===== src/rtl/ram32_arbiter_if.sv =====
// Request/response bundle for ram32_arbiter: two arbitrated port-0 requesters (A, B)
// and the read-only port-1 channel.
interface ram32_arbiter_if #(parameter int BITS = 5);
   logic            a_valid;
   logic            a_ready;
   logic [7:0]      a_we;
   logic [BITS-1:0] a_addr;
   logic [63:0]     a_wdata;
   logic            a_rvalid;
   logic [63:0]     a_rdata;

   logic            b_valid;
   logic            b_ready;
   logic [7:0]      b_we;
   logic [BITS-1:0] b_addr;
   logic [63:0]     b_wdata;
   logic            b_rvalid;
   logic [63:0]     b_rdata;

   logic            rd_valid;
   logic [BITS-1:0] rd_addr;
   logic            rd_data_valid;
   logic [63:0]     rd_data;

   modport master (
      output a_valid, a_we, a_addr, a_wdata, b_valid, b_we, b_addr, b_wdata, rd_valid, rd_addr,
      input  a_ready, a_rvalid, a_rdata, b_ready, b_rvalid, b_rdata, rd_data_valid, rd_data
   );

   modport slave (
      input  a_valid, a_we, a_addr, a_wdata, b_valid, b_we, b_addr, b_wdata, rd_valid, rd_addr,
      output a_ready, a_rvalid, a_rdata, b_ready, b_rvalid, b_rdata, rd_data_valid, rd_data
   );
endinterface


===== src/rtl/ram32_arbiter.sv =====
// Two-requester round-robin arbiter for port 0 of a 64-bit dual-port RAM, with RAM clear
// after reset and a read-only port 1. Define BYPASS_EN to forward same-cycle port-0 writes to port-1 reads.
module ram32_arbiter #(
   parameter int BITS = 5
) (
   input  logic            clk,
   input  logic            rst,
   ram32_arbiter_if.slave  bus,
   output logic            init_done,
   output logic            ram_en0,
   output logic [BITS-1:0] ram_a0,
   output logic [7:0]      ram_we0,
   output logic [63:0]     ram_di0,
   input  logic [63:0]     ram_do0,
   output logic            ram_en1,
   output logic [BITS-1:0] ram_a1,
   input  logic [63:0]     ram_do1
);

   typedef enum logic {INIT, RUN} state_t;

   localparam logic [BITS-1:0] LAST_ENTRY = '1;

   state_t          state_reg;
   logic [BITS-1:0] cnt_reg;
   logic            prio_b_reg;
   logic            init_done_reg;
   logic            a_rvalid_reg;
   logic            b_rvalid_reg;
   logic            rd_valid_reg;

   logic            run;
   logic            grant_a;
   logic            grant_b;
   logic            rd_en;
   logic [63:0]     rd_word;

   // Reset gates every request path combinationally so nothing escapes while rst is high.
   always_comb begin
      run     = (state_reg == RUN) && !rst;
      grant_a = run && bus.a_valid && (!bus.b_valid || !prio_b_reg);
      grant_b = run && bus.b_valid && (!bus.a_valid || prio_b_reg);
      rd_en   = run && bus.rd_valid;
   end

   always_comb begin
      ram_en0 = 1'b0;
      ram_a0  = '0;
      ram_we0 = 8'h00;
      ram_di0 = 64'h0;
      if (!rst && state_reg == INIT) begin
         ram_en0 = 1'b1;
         ram_a0  = cnt_reg;
         ram_we0 = 8'hFF;
      end else if (grant_a) begin
         ram_en0 = 1'b1;
         ram_a0  = bus.a_addr;
         ram_we0 = bus.a_we;
         ram_di0 = bus.a_wdata;
      end else if (grant_b) begin
         ram_en0 = 1'b1;
         ram_a0  = bus.b_addr;
         ram_we0 = bus.b_we;
         ram_di0 = bus.b_wdata;
      end
   end

   assign ram_en1 = rd_en;
   assign ram_a1  = rd_en ? bus.rd_addr : '0;

   always_ff @(posedge clk) begin
      if (rst) begin
         state_reg     <= INIT;
         cnt_reg       <= '0;
         prio_b_reg    <= 1'b0;
         init_done_reg <= 1'b0;
         a_rvalid_reg  <= 1'b0;
         b_rvalid_reg  <= 1'b0;
         rd_valid_reg  <= 1'b0;
      end else begin
         case (state_reg)
            INIT: begin
               cnt_reg <= cnt_reg + 1'b1;
               if (cnt_reg == LAST_ENTRY) begin
                  state_reg     <= RUN;
                  init_done_reg <= 1'b1;
               end
            end
            RUN: begin
               // The requester just served loses the next tie.
               if (grant_a)
                  prio_b_reg <= 1'b1;
               else if (grant_b)
                  prio_b_reg <= 1'b0;
            end
            default: state_reg <= INIT;
         endcase
         a_rvalid_reg <= grant_a && (bus.a_we == 8'h00);
         b_rvalid_reg <= grant_b && (bus.b_we == 8'h00);
         rd_valid_reg <= rd_en;
      end
   end

`ifdef BYPASS_EN
   logic [7:0]  byp_mask_reg;
   logic [63:0] byp_data_reg;
   genvar gi;

   // Capture which bytes port 0 wrote to the address port 1 is reading this cycle.
   always_ff @(posedge clk) begin
      if (rst) begin
         byp_mask_reg <= 8'h00;
         byp_data_reg <= 64'h0;
      end else begin
         byp_mask_reg <= (rd_en && ram_en0 && ram_a0 == bus.rd_addr) ? ram_we0 : 8'h00;
         byp_data_reg <= ram_di0;
      end
   end

   for (gi = 0; gi < 8; gi++) begin : g_byp
      assign rd_word[gi*8 +: 8] = byp_mask_reg[gi] ? byp_data_reg[gi*8 +: 8] : ram_do1[gi*8 +: 8];
   end
`else
   assign rd_word = ram_do1;
`endif

   assign init_done         = init_done_reg && !rst;
   assign bus.a_ready       = grant_a;
   assign bus.b_ready       = grant_b;
   assign bus.a_rvalid      = a_rvalid_reg && !rst;
   assign bus.b_rvalid      = b_rvalid_reg && !rst;
   assign bus.a_rdata       = bus.a_rvalid ? ram_do0 : 64'h0;
   assign bus.b_rdata       = bus.b_rvalid ? ram_do0 : 64'h0;
   assign bus.rd_data_valid = rd_valid_reg && !rst;
   assign bus.rd_data       = bus.rd_data_valid ? rd_word : 64'h0;

endmodule

===== src/flat_wrapper.sv =====
// flat-port wrapper written by rule: the top's interface ports become plain ports
module ram32_arbiter_flat 
#(
   parameter int BITS = 5
)
  (clk, rst, init_done, ram_en0, ram_a0, ram_we0, ram_di0, ram_do0, ram_en1, ram_a1, ram_do1, bus_a_valid, bus_a_we, bus_a_addr, bus_a_wdata, bus_b_valid, bus_b_we, bus_b_addr, bus_b_wdata, bus_rd_valid, bus_rd_addr, bus_a_ready, bus_a_rvalid, bus_a_rdata, bus_b_ready, bus_b_rvalid, bus_b_rdata, bus_rd_data_valid, bus_rd_data);
  ram32_arbiter_if #(.BITS(BITS)) bus_i ();
  input  logic clk;
  input  logic rst;
  output logic init_done;
  output logic ram_en0;
  output logic [BITS-1:0] ram_a0;
  output logic [7:0] ram_we0;
  output logic [63:0] ram_di0;
  input  logic [63:0] ram_do0;
  output logic ram_en1;
  output logic [BITS-1:0] ram_a1;
  input  logic [63:0] ram_do1;
  input wire logic [$bits(bus_i.a_valid)-1:0] bus_a_valid;
  input wire logic [$bits(bus_i.a_we)-1:0] bus_a_we;
  input wire logic [$bits(bus_i.a_addr)-1:0] bus_a_addr;
  input wire logic [$bits(bus_i.a_wdata)-1:0] bus_a_wdata;
  input wire logic [$bits(bus_i.b_valid)-1:0] bus_b_valid;
  input wire logic [$bits(bus_i.b_we)-1:0] bus_b_we;
  input wire logic [$bits(bus_i.b_addr)-1:0] bus_b_addr;
  input wire logic [$bits(bus_i.b_wdata)-1:0] bus_b_wdata;
  input wire logic [$bits(bus_i.rd_valid)-1:0] bus_rd_valid;
  input wire logic [$bits(bus_i.rd_addr)-1:0] bus_rd_addr;
  output wire logic [$bits(bus_i.a_ready)-1:0] bus_a_ready;
  output wire logic [$bits(bus_i.a_rvalid)-1:0] bus_a_rvalid;
  output wire logic [$bits(bus_i.a_rdata)-1:0] bus_a_rdata;
  output wire logic [$bits(bus_i.b_ready)-1:0] bus_b_ready;
  output wire logic [$bits(bus_i.b_rvalid)-1:0] bus_b_rvalid;
  output wire logic [$bits(bus_i.b_rdata)-1:0] bus_b_rdata;
  output wire logic [$bits(bus_i.rd_data_valid)-1:0] bus_rd_data_valid;
  output wire logic [$bits(bus_i.rd_data)-1:0] bus_rd_data;
  assign bus_i.a_valid = bus_a_valid;
  assign bus_i.a_we = bus_a_we;
  assign bus_i.a_addr = bus_a_addr;
  assign bus_i.a_wdata = bus_a_wdata;
  assign bus_i.b_valid = bus_b_valid;
  assign bus_i.b_we = bus_b_we;
  assign bus_i.b_addr = bus_b_addr;
  assign bus_i.b_wdata = bus_b_wdata;
  assign bus_i.rd_valid = bus_rd_valid;
  assign bus_i.rd_addr = bus_rd_addr;
  assign bus_a_ready = bus_i.a_ready;
  assign bus_a_rvalid = bus_i.a_rvalid;
  assign bus_a_rdata = bus_i.a_rdata;
  assign bus_b_ready = bus_i.b_ready;
  assign bus_b_rvalid = bus_i.b_rvalid;
  assign bus_b_rdata = bus_i.b_rdata;
  assign bus_rd_data_valid = bus_i.rd_data_valid;
  assign bus_rd_data = bus_i.rd_data;
  ram32_arbiter #(.BITS(BITS)) u_core (.clk(clk), .rst(rst), .bus(bus_i), .init_done(init_done), .ram_en0(ram_en0), .ram_a0(ram_a0), .ram_we0(ram_we0), .ram_di0(ram_di0), .ram_do0(ram_do0), .ram_en1(ram_en1), .ram_a1(ram_a1), .ram_do1(ram_do1));
endmodule

===== config.mk =====
export PLATFORM = sky130hd
export DESIGN_NAME = ram32_arbiter_flat
export DESIGN_NICKNAME = d
export VERILOG_FILES = /design/src/rtl/ram32_arbiter_if.sv /design/src/rtl/ram32_arbiter.sv /design/src/flat_wrapper.sv
export SDC_FILE = /design/constraint.sdc
export NUM_CORES = 1
export LEC_CHECK = 0
export BUFFER_PORTS_ARGS = -buffer_cell sky130_fd_sc_hd__buf_2
export CORE_AREA = 2 2 226 228
export CTS_BUF_LIST = sky130_fd_sc_hd__clkbuf_8
export DETAILED_ROUTE_END_ITERATION = 12
export DIE_AREA = 0 0 228 230
export SYNTH_ARGS = -nofsm -noshare
export SYNTH_HDL_FRONTEND = slang
export SYNTH_SLANG_ARGS = --single-unit

===== constraint.sdc =====
create_clock -name clk -period 1.8 [get_ports clk]
set_input_delay 0.18 -clock clk [delete_from_list [all_inputs] [get_ports clk]]
set_output_delay 0.18 -clock clk [all_outputs]
set_load 0.02 [all_outputs]

==> results.json, run 1 <==
{
  "grt_pass1_wl_mm": 30.2,
  "drv_cap": 0,
  "core_area_sq_um": 49900,
  "cts_tree": "yes",
  "ys_types": 25,
  "rows": 82,
  "slew_headroom_pct": 69.3,
  "clkLatencyLatePin_ns": 0.27,
  "ios": 574,
  "ys_ff_latch": 11,
  "final_layout_size_suffix_gt1_share_pct": 65.6,
  "status": "finished with violations",
  "cp.arrival_ns": 1.66,
  "syn-num-nets": 669,
  "worstSetupStartpointType": "register",
  "ant_nets": 0,
  "via_per_inst": 3.15,
  "grt_usage_pct": 7.71,
  "hold_viol": 0,
  "leakage_nw": 4.09,
  "max_freq_mhz": 543,
  "placed_cells": 1600,
  "dieArea_sq_um": 52400,
  "crit_fanout": 11,
  "finalSetupViolCount": 31,
  "htreeDepth": 1,
  "initial_core_util_pct": 5.35,
  "final_area_sq_um": 7100,
  "avgRoutedWirePerCell_um": 14.9,
  "ys_seq_area_share_pct": 8.25,
  "grt_max_degree": 66,
  "timing.final.crit_share_pct": 102,
  "worst_pin_slew_ns": 0.457,
  "ys_warn_count": 0,
  "placed_cell_area_sq_um": 6420,
  "end_kind": "output pin",
  "synth_edf_count": 0,
  "mappedNetlistArea_sq_um": 2670,
  "gp_congestion": 0.982,
  "layoutNonFillerInstCount": 1615,
  "violations": "setup timing",
  "fin_skew_ns": 0.00597,
  "ir_drop_v": 0.000151,
  "cts-hold-fix-buffers": 0,
  "grt-ovfl-total": 0,
  "antenna_found_initial": 5,
  "fin_nets": 1236,
  "clk_pin_slew_ns": 0.07,
  "synth_ff_type": "dfxtp_1",
  "drt_iter0_drc": 210,
  "die_x_um": 228,
  "place_hpwl_mm": 19.4,
  "drc_errors": 0,
  "grt_pass1_vias": 4577,
  "dieHeight_um": 230,
  "num_vias": 5092,
  "synthCells": 375,
  "clock_sinks": 11,
  "root_buffer": "clkbuf_8",
  "rsz0062_at_grt": "yes",
  "cts_inserted_buffers": 3,
  "powerDensity_nw_per_um2": 147,
  "finalCriticalPeriod_ns": 1.84,
  "area_delta_synth_final_pct": 166,
  "portBuffers": 573,
  "cts_buffer_depth": 2,
  "drv_slew": 0,
  "finalWorstSetupSlack_ns": -0.0401,
  "largest_register_ff_count": 5,
  "async_reset_ff_share_pct": 0,
  "finalPower_mw": 1.04,
  "totalWireLength_mm": 24.0,
  "hp-class": "in2reg",
  "r2r_slack_ns": 0.48,
  "synth_area_per_cell_sq_um": 7.12,
  "drtPass1Iterations": 4,
  "critPathKind": "reg2out",
  "cp.required_ns": 1.62
}
-- final cells by class --
class                      instances  area (sq um)
fill                            5741         42800
timing repair buffer             604          3720
multi-input combinational        321          2260
tap                              672           841
sequential                        11           223
clock buffer                       3          41.3
clock inverter                     1          5.00
antenna                            2          5.00
inverter                           1          3.75
-- final timing paths --
| kind | endpoint | startpoint | cells past startpoint |
|---|---|---|---|
| worst max-delay path | ram_di0[61] | u_core.state_reg$_SDFF_PP0_ | 5 |
| worst min-delay path | u_core.rd_valid_reg$_SDFF_PP0_ | bus_rd_valid | 2 |
| worst max register to register | u_core.b_rvalid_reg$_SDFF_PP0_ | u_core.state_reg$_SDFF_PP0_ | 5 |
| worst min register to register | u_core.prio_b_reg$_SDFFE_PP0P_ | u_core.prio_b_reg$_SDFFE_PP0P_ | 2 |
-- report_power, final --
group | leakage, nW | switching (mW) | internal [mW] | total (mW)
Combinational | 3.97 | 0.227 | 0.264 | 0.491
Clock | 0.0255 | 0.142 | 0.154 | 0.296
Sequential | 0.0903 | 0.00645 | 0.249 | 0.256
Total | 4.09 | 0.375 | 0.668 | 1.04
-- worst max-delay path, cell delays in order (launching register included) --
cell and delay (ns):
dfxtp_2 0.33, nor2b_4 0.15, and3_4 0.33, buf_16 0.18
a22o_1 0.22, buf_4 0.17
-- cells in the final DEF (no fill, tap or decap), drive strengths merged, types with 2 or more instances in the layout --
cell      n
ha        2
buf     598
and3     10
diode     2
a221o    13
xor2      2
a22o     64
nor2      9
clkbuf    9
or4       2
nor2b     6
mux2i     2
nand2     2
nor3      4
and2    199
dfxtp    11
-- per-layer routing --
layer	up-vias	wire length, um	track usage, %
li1	2416	-	-
met2	362	10200	11.4
met3	45	3080	3.66
met5	-	13	0
met1	2267	9960	9.74
met4	2	791	2.61
-- cell usage after synthesis, types with 4 or more instances --
master,number,area (sq um)
a221o_1,13,130
nor2b_1,5,31.3
dfxtp_1,11,220
a22o_1,64,561
buf_2,14,70.1
and2_1,199,1240
nor3_1,4,20.0
buf_6,5,56.3
clkbuf_1,23,86.3
nor2_1,9,33.8
and3_1,9,56.3
-- stage by stage --
| stage | TNS (ns) | hold slack [ns] | util (%) | setup slack, ns |
|---|---|---|---|---|
| 5_1_grt | -6.64 | 0.191 | 14.2 | -0.127 |
| 2_1_floorplan | 0 | 0.302 | - | 0.198 |
| 3_3_place_gp | 0 | 0.454 | 12.9 | 0.206 |
| 3_5_place_dp | 0 | 0.453 | 12.9 | 0.217 |
| 4_1_cts | -3.09 | 0.174 | 13.3 | -0.0795 |
| 6_report | -0.417 | 0.181 | 14.2 | -0.0401 |
-- cell families after synthesis --
logic type / count (synthesis) / synth area share, %
mux: 2 / 0.750
compound gates: 79 / 26.5
flops: 11 / 8.25
buf+inv: 43 / 8.11
xor+xnor: 3 / 0.984
fa+ha+maj: 2 / 0.937
simple gates: 235 / 54.5
-- repair_timing --
| item | 4_1_cts | 5_1_grt |
|---|---|---|
| cloned | 1 | 6 |
| buffers inserted | 0 | 2 |
| endpoints found under the hold margin | 0 | 0 |
| pin swaps | 0 | 7 |
| gates resized for setup | 44 | 90 |
| setup endpoints to repair | 57 | 78 |
(Power assumes the default switching activity.)
==> inputs of run 2 (changes only) <==
- BUFFER_PORTS_ARGS: -buffer_cell sky130_fd_sc_hd__buf_2 -> not set
- CORE_AREA: 2 2 226 228 -> 2 2 222 224
- DIE_AREA: 0 0 228 230 -> 0 0 224 226
- DONT_BUFFER_PORTS: not set -> 1
- GPL_TIMING_DRIVEN: not set -> 0
==> results.json, run 2 (same netlist as run 1, synthesis figures left out) <==
{
  "drv_cap": 0,
  "leakage_nw": 1.63,
  "fin_skew_ns": 0.00469,
  "utilization_pct": 8.48,
  "ir_drop_v": 0.000141,
  "crit_chain": "nor2b_4, and3_4, buf_12, a221o_4",
  "place_ws_ns": -0.524,
  "max_freq_mhz": 546,
  "worstSetupStartpointType": "register",
  "die_x_um": 224,
  "critPathBufInv": 1,
  "initial_core_util_pct": 5.52,
  "critPathKind": "reg2out",
  "grt_max_degree": 11,
  "crit_fanout": 8,
  "worst_hold_slack_ns": 0.0355,
  "violations": "setup timing",
  "clkLatencyLatePin_ns": 0.26,
  "cp.required_ns": 1.62,
  "place_hpwl_mm": 19.6,
  "grt_usage_pct": 7.86,
  "layout_common_cells": "and2_1 (161), and2_2 (34), a22o_2 (32), a22o_4 (32), clkbuf_2 (15)",
  "area_delta_synth_final_pct": 53.6,
  "slew_headroom_pct": 54.5,
  "cts_buffer_depth": 2,
  "cp_slowest_cell": "a221o_4",
  "htreeDepth": 1,
  "grt_pass1_wl_mm": 27.2,
  "layout_commonest_cell": "and2_1",
  "gp_congestion": 1.23,
  "end_kind": "output pin",
  "clock_sinks": 11,
  "cts-hold-fix-buffers": 0,
  "setup_tns_ns": -0.0328,
  "placed_cell_area_sq_um": 3450,
  "portBuffers": 0,
  "status": "finished with violations",
  "drc_errors": 0,
  "cts_tree": "yes",
  "worstSetupStartpoint": "u_core.state_reg$_SDFF_PP0_",
  "via_per_inst": 3.26,
  "largest_register_ff_count": 5,
  "ant_nets": 0,
  "min_from": "bus_rd_valid",
  "fin_nets": 679,
  "slowest_delay_ns": 0.51,
  "grt_pass1_vias": 3120,
  "drv_slew": 0,
  "dieArea_sq_um": 50600,
  "rsz0062_at_grt": "yes",
  "worst_pin_slew_ns": 0.681,
  "clk_pin_slew_ns": 0.06,
  "hp-class": "in2reg",
  "ios": 574,
  "path_delay_family": "compound AO/OA/AOI/OAI gates",
  "grt-ovfl-total": 0,
  "avgRoutedWirePerCell_um": 22.6,
  "finalSetupViolCount": 2,
  "powerDensity_nw_per_um2": 153,
  "drtPass1Iterations": 4,
  "rows": 81,
  "drt_iter0_drc": 212,
  "antenna_found_initial": 5,
  "core_area_sq_um": 48300,
  "dieHeight_um": 226,
  "finalCriticalPeriod_ns": 1.83,
  "rr_startpoint": "u_core.cnt_reg[0]$_SDFFE_PP0N_",
  "cts_inserted_buffers": 3,
  "final_area_sq_um": 4100,
  "hold_viol": 0,
  "finalWorstSetupSlack_ns": -0.0310,
  "timing.final.crit_share_pct": 102,
  "final_layout_size_suffix_gt1_share_pct": 43.2,
  "cp.arrival_ns": 1.65,
  "num_vias": 3290,
  "root_buffer": "clkbuf_8",
  "totalWireLength_mm": 22.8
}
## run 2: metrics by stage
stage / total power [mW] / cells
6_report: 0.629 / 1010
5_1_grt: 0.675 / 1008
4_1_cts: 0.662 / 1003
3_5_place_dp: 0.347 / 997
3_3_place_gp: 0.344 / 997
2_1_floorplan: 0.319 / 375
## run 2: metal layers
layer | vias to the layer above | global-route usage, % | wire length (um)
met5 | - | 0 | 36
met4 | 6 | 1.74 | 433
met3 | 36 | 5.05 | 3640
met2 | 360 | 11.6 | 9980
met1 | 1577 | 9.52 | 8700
li1 | 1311 | - | -
## run 2: report_power, final
group          total (mW)  internal [mW]  switching (mW)
combinational      0.0892         0.0340          0.0552
sequential          0.256          0.249         0.00670
clock               0.284          0.152           0.132
## run 2: path summary, 6_finish.rpt
path / endpoint / slack, ns / cells past startpoint
setup reg to reg: u_core.cnt_reg[4]$_SDFFE_PP0N_ / 0.48 / 5
hold / removal: u_core.rd_valid_reg$_SDFF_PP0_ / 0.04 / 1
hold reg to reg: u_core.prio_b_reg$_SDFFE_PP0P_ / 0.51 / 2
setup / recovery: ram_we0[6] / -0.03 / 4
## run 2: layout make-up
class	instances	area (sq um)
timing repair buffer	7	65.1
tap	622	778
fill	5591	44200
clock buffer	3	41.3
sequential	11	223
multi-input combinational	321	2650
clock inverter	1	3.75
antenna	4	10.0
inverter	1	3.75
buffer	40	332
## run 2: timing repair
item	4_1_cts	5_1_grt
buffers inserted	3	4
pin swaps	10	8
hold endpoints to repair	0	0
resized for setup	150	44
endpoints found under the setup margin	260	185
==> inputs of run 3 (changes only) <==
- SKIP_CTS_REPAIR_TIMING: not set -> 1
==> results.json, run 3 (same netlist as run 1, synthesis figures left out) <==
{
  "largest_register_ff_count": 5,
  "leakage_nw": 1.62,
  "grt-ovfl-total": 0,
  "core_area_sq_um": 48300,
  "worstSetupStartpointType": "register",
  "final_layout_size_suffix_gt1_share_pct": 39.1,
  "cts_buffer_depth": 2,
  "grt_pass1_vias": 3040,
  "register_area_sq_um": 221,
  "num_vias": 3323,
  "clock_sinks": 11,
  "worstSetupStartpoint": "u_core.state_reg$_SDFF_PP0_",
  "finalSetupViolCount": 71,
  "reg2reg_depth": 7,
  "ios": 574,
  "clk_pin_slew_ns": 0.06,
  "die_x_um": 224,
  "fin_skew_ns": 0.00287,
  "layoutNonFillerInstCount": 1015,
  "totalWireLength_mm": 22.9,
  "crit_fanout": 8,
  "placed_cells": 997,
  "swShare_pct": 30.8,
  "cp.required_ns": 1.62,
  "hp-class": "in2reg",
  "area_delta_synth_final_pct": 54.0,
  "place_ws_ns": -0.524,
  "finalCriticalPeriod_ns": 1.93,
  "grt_usage_pct": 7.67,
  "finalWorstSetupSlack_ns": -0.133,
  "portBuffers": 0,
  "dieHeight_um": 226,
  "end_kind": "output pin",
  "timing.final.crit_share_pct": 107,
  "r2r_end": "u_core.a_rvalid_reg$_SDFF_PP0_",
  "initial_core_util_pct": 5.52,
  "avgRoutedWirePerCell_um": 22.6,
  "clkLatencyLatePin_ns": 0.26,
  "multiInputGateArea_sq_um": 2570,
  "worstSetupEndpoint": "ram_we0[6]",
  "r2r_slack_ns": 0.30,
  "utilization_pct": 8.50,
  "intPower_mw": 0.434,
  "comb_power_share_pct": 13.9,
  "htreeDepth": 1,
  "powerDensity_nw_per_um2": 152,
  "dieArea_sq_um": 50600,
  "drtPass1Iterations": 4,
  "cts_tree": "yes",
  "switching_power_mw": 0.193,
  "status": "finished with violations",
  "ant_nets": 0,
  "setup_tns_ns": -2.77,
  "placed_cell_area_sq_um": 3450,
  "drt_iter0_drc": 203,
  "pwr-share-clk_pct": 45.2,
  "drv_slew": 0,
  "grt_pass1_wl_mm": 26.3,
  "seqPwrFrac_pct": 40.9,
  "layout_common_cells": "and2_1 (176), a22o_2 (38), a22o_4 (26)",
  "critPathKind": "reg2out",
  "slew_headroom_pct": 54.9,
  "rr_startpoint": "u_core.state_reg$_SDFF_PP0_",
  "worst_hold_slack_ns": 0.0375,
  "finalPower_mw": 0.626,
  "antenna_found_initial": 3,
  "drc_errors": 0,
  "final_area_sq_um": 4110,
  "hold_viol": 0,
  "layout_commonest_cell": "and2_1",
  "fin_nets": 684,
  "rows": 81,
  "violations": "setup timing",
  "cp.arrival_ns": 1.75,
  "via_per_inst": 3.27,
  "place_hpwl_mm": 19.6,
  "fillers": 5591,
  "drv_cap": 0,
  "worst_pin_slew_ns": 0.675,
  "cts_inserted_buffers": 3,
  "gp_congestion": 1.23,
  "rsz0062_at_grt": "yes",
  "ir_drop_v": 0.000143,
  "grt_max_degree": 11,
  "max_freq_mhz": 517,
  "root_buffer": "clkbuf_8"
}
[run 3: cell count changes in the layout (fill, tap and decap cells not counted), sizes merged]
cell and change:
buf +5
[run 3: worst min path at each step]
stage	startpoint	endpoint	slack (ns)	cells past startpoint
finish	bus_rd_valid	u_core.rd_valid_reg$_SDFF_PP0_	0.04	1
global route	bus_rd_valid	u_core.rd_valid_reg$_SDFF_PP0_	0.03	1
CTS	bus_rd_valid	u_core.rd_valid_reg$_SDFF_PP0_	0.02	1
detailed placement	bus_rd_valid	u_core.rd_valid_reg$_SDFF_PP0_	0.31	1
global placement	bus_rd_valid	u_core.rd_valid_reg$_SDFF_PP0_	0.31	1
floorplan	bus_rd_valid	u_core.rd_valid_reg$_SDFF_PP0_	0.30	1
[run 3: final cells by class]
type	count	area share, %
diodes	4	0.243
plain buffers	41	8.31
clock buffers	3	1.00
clock inverters	1	0.0913
inverters	1	0.0913
multi-input cells	321	62.6
flip-flops and latches	11	5.39
well taps	622	18.9
repair buffers	11	3.35
[run 3: power groups by stage]
stage	Sequential [mW]	Clock [mW]	Combinational, mW
floorplan	0.259	0	0.0599
global placement	0.260	0	0.0838
detailed placement	0.262	0	0.0855
CTS	0.256	0.315	0.0858
global route	0.257	0.321	0.0950
finish	0.256	0.283	0.0872
[run 3: critical path, stage by stage, from the launching register on]
cell,delay (ns)
dfxtp_2,0.31
buf_6,0.11
nor2b_4,0.13
and3_4,0.15
buf_12,0.14
buf_12,0.14
a221o_4,0.49
[run 3: per-layer routing]
layer  vias up  global-route usage [%]  part of all wire [%]
li1       1324                       -                     -
met1      1621                    9.26                    40
met2       339                    11.0                    44
met3        33                    5.11                    14
met4         6                    1.66                   2.0
met5         -                    1.86                  0.16
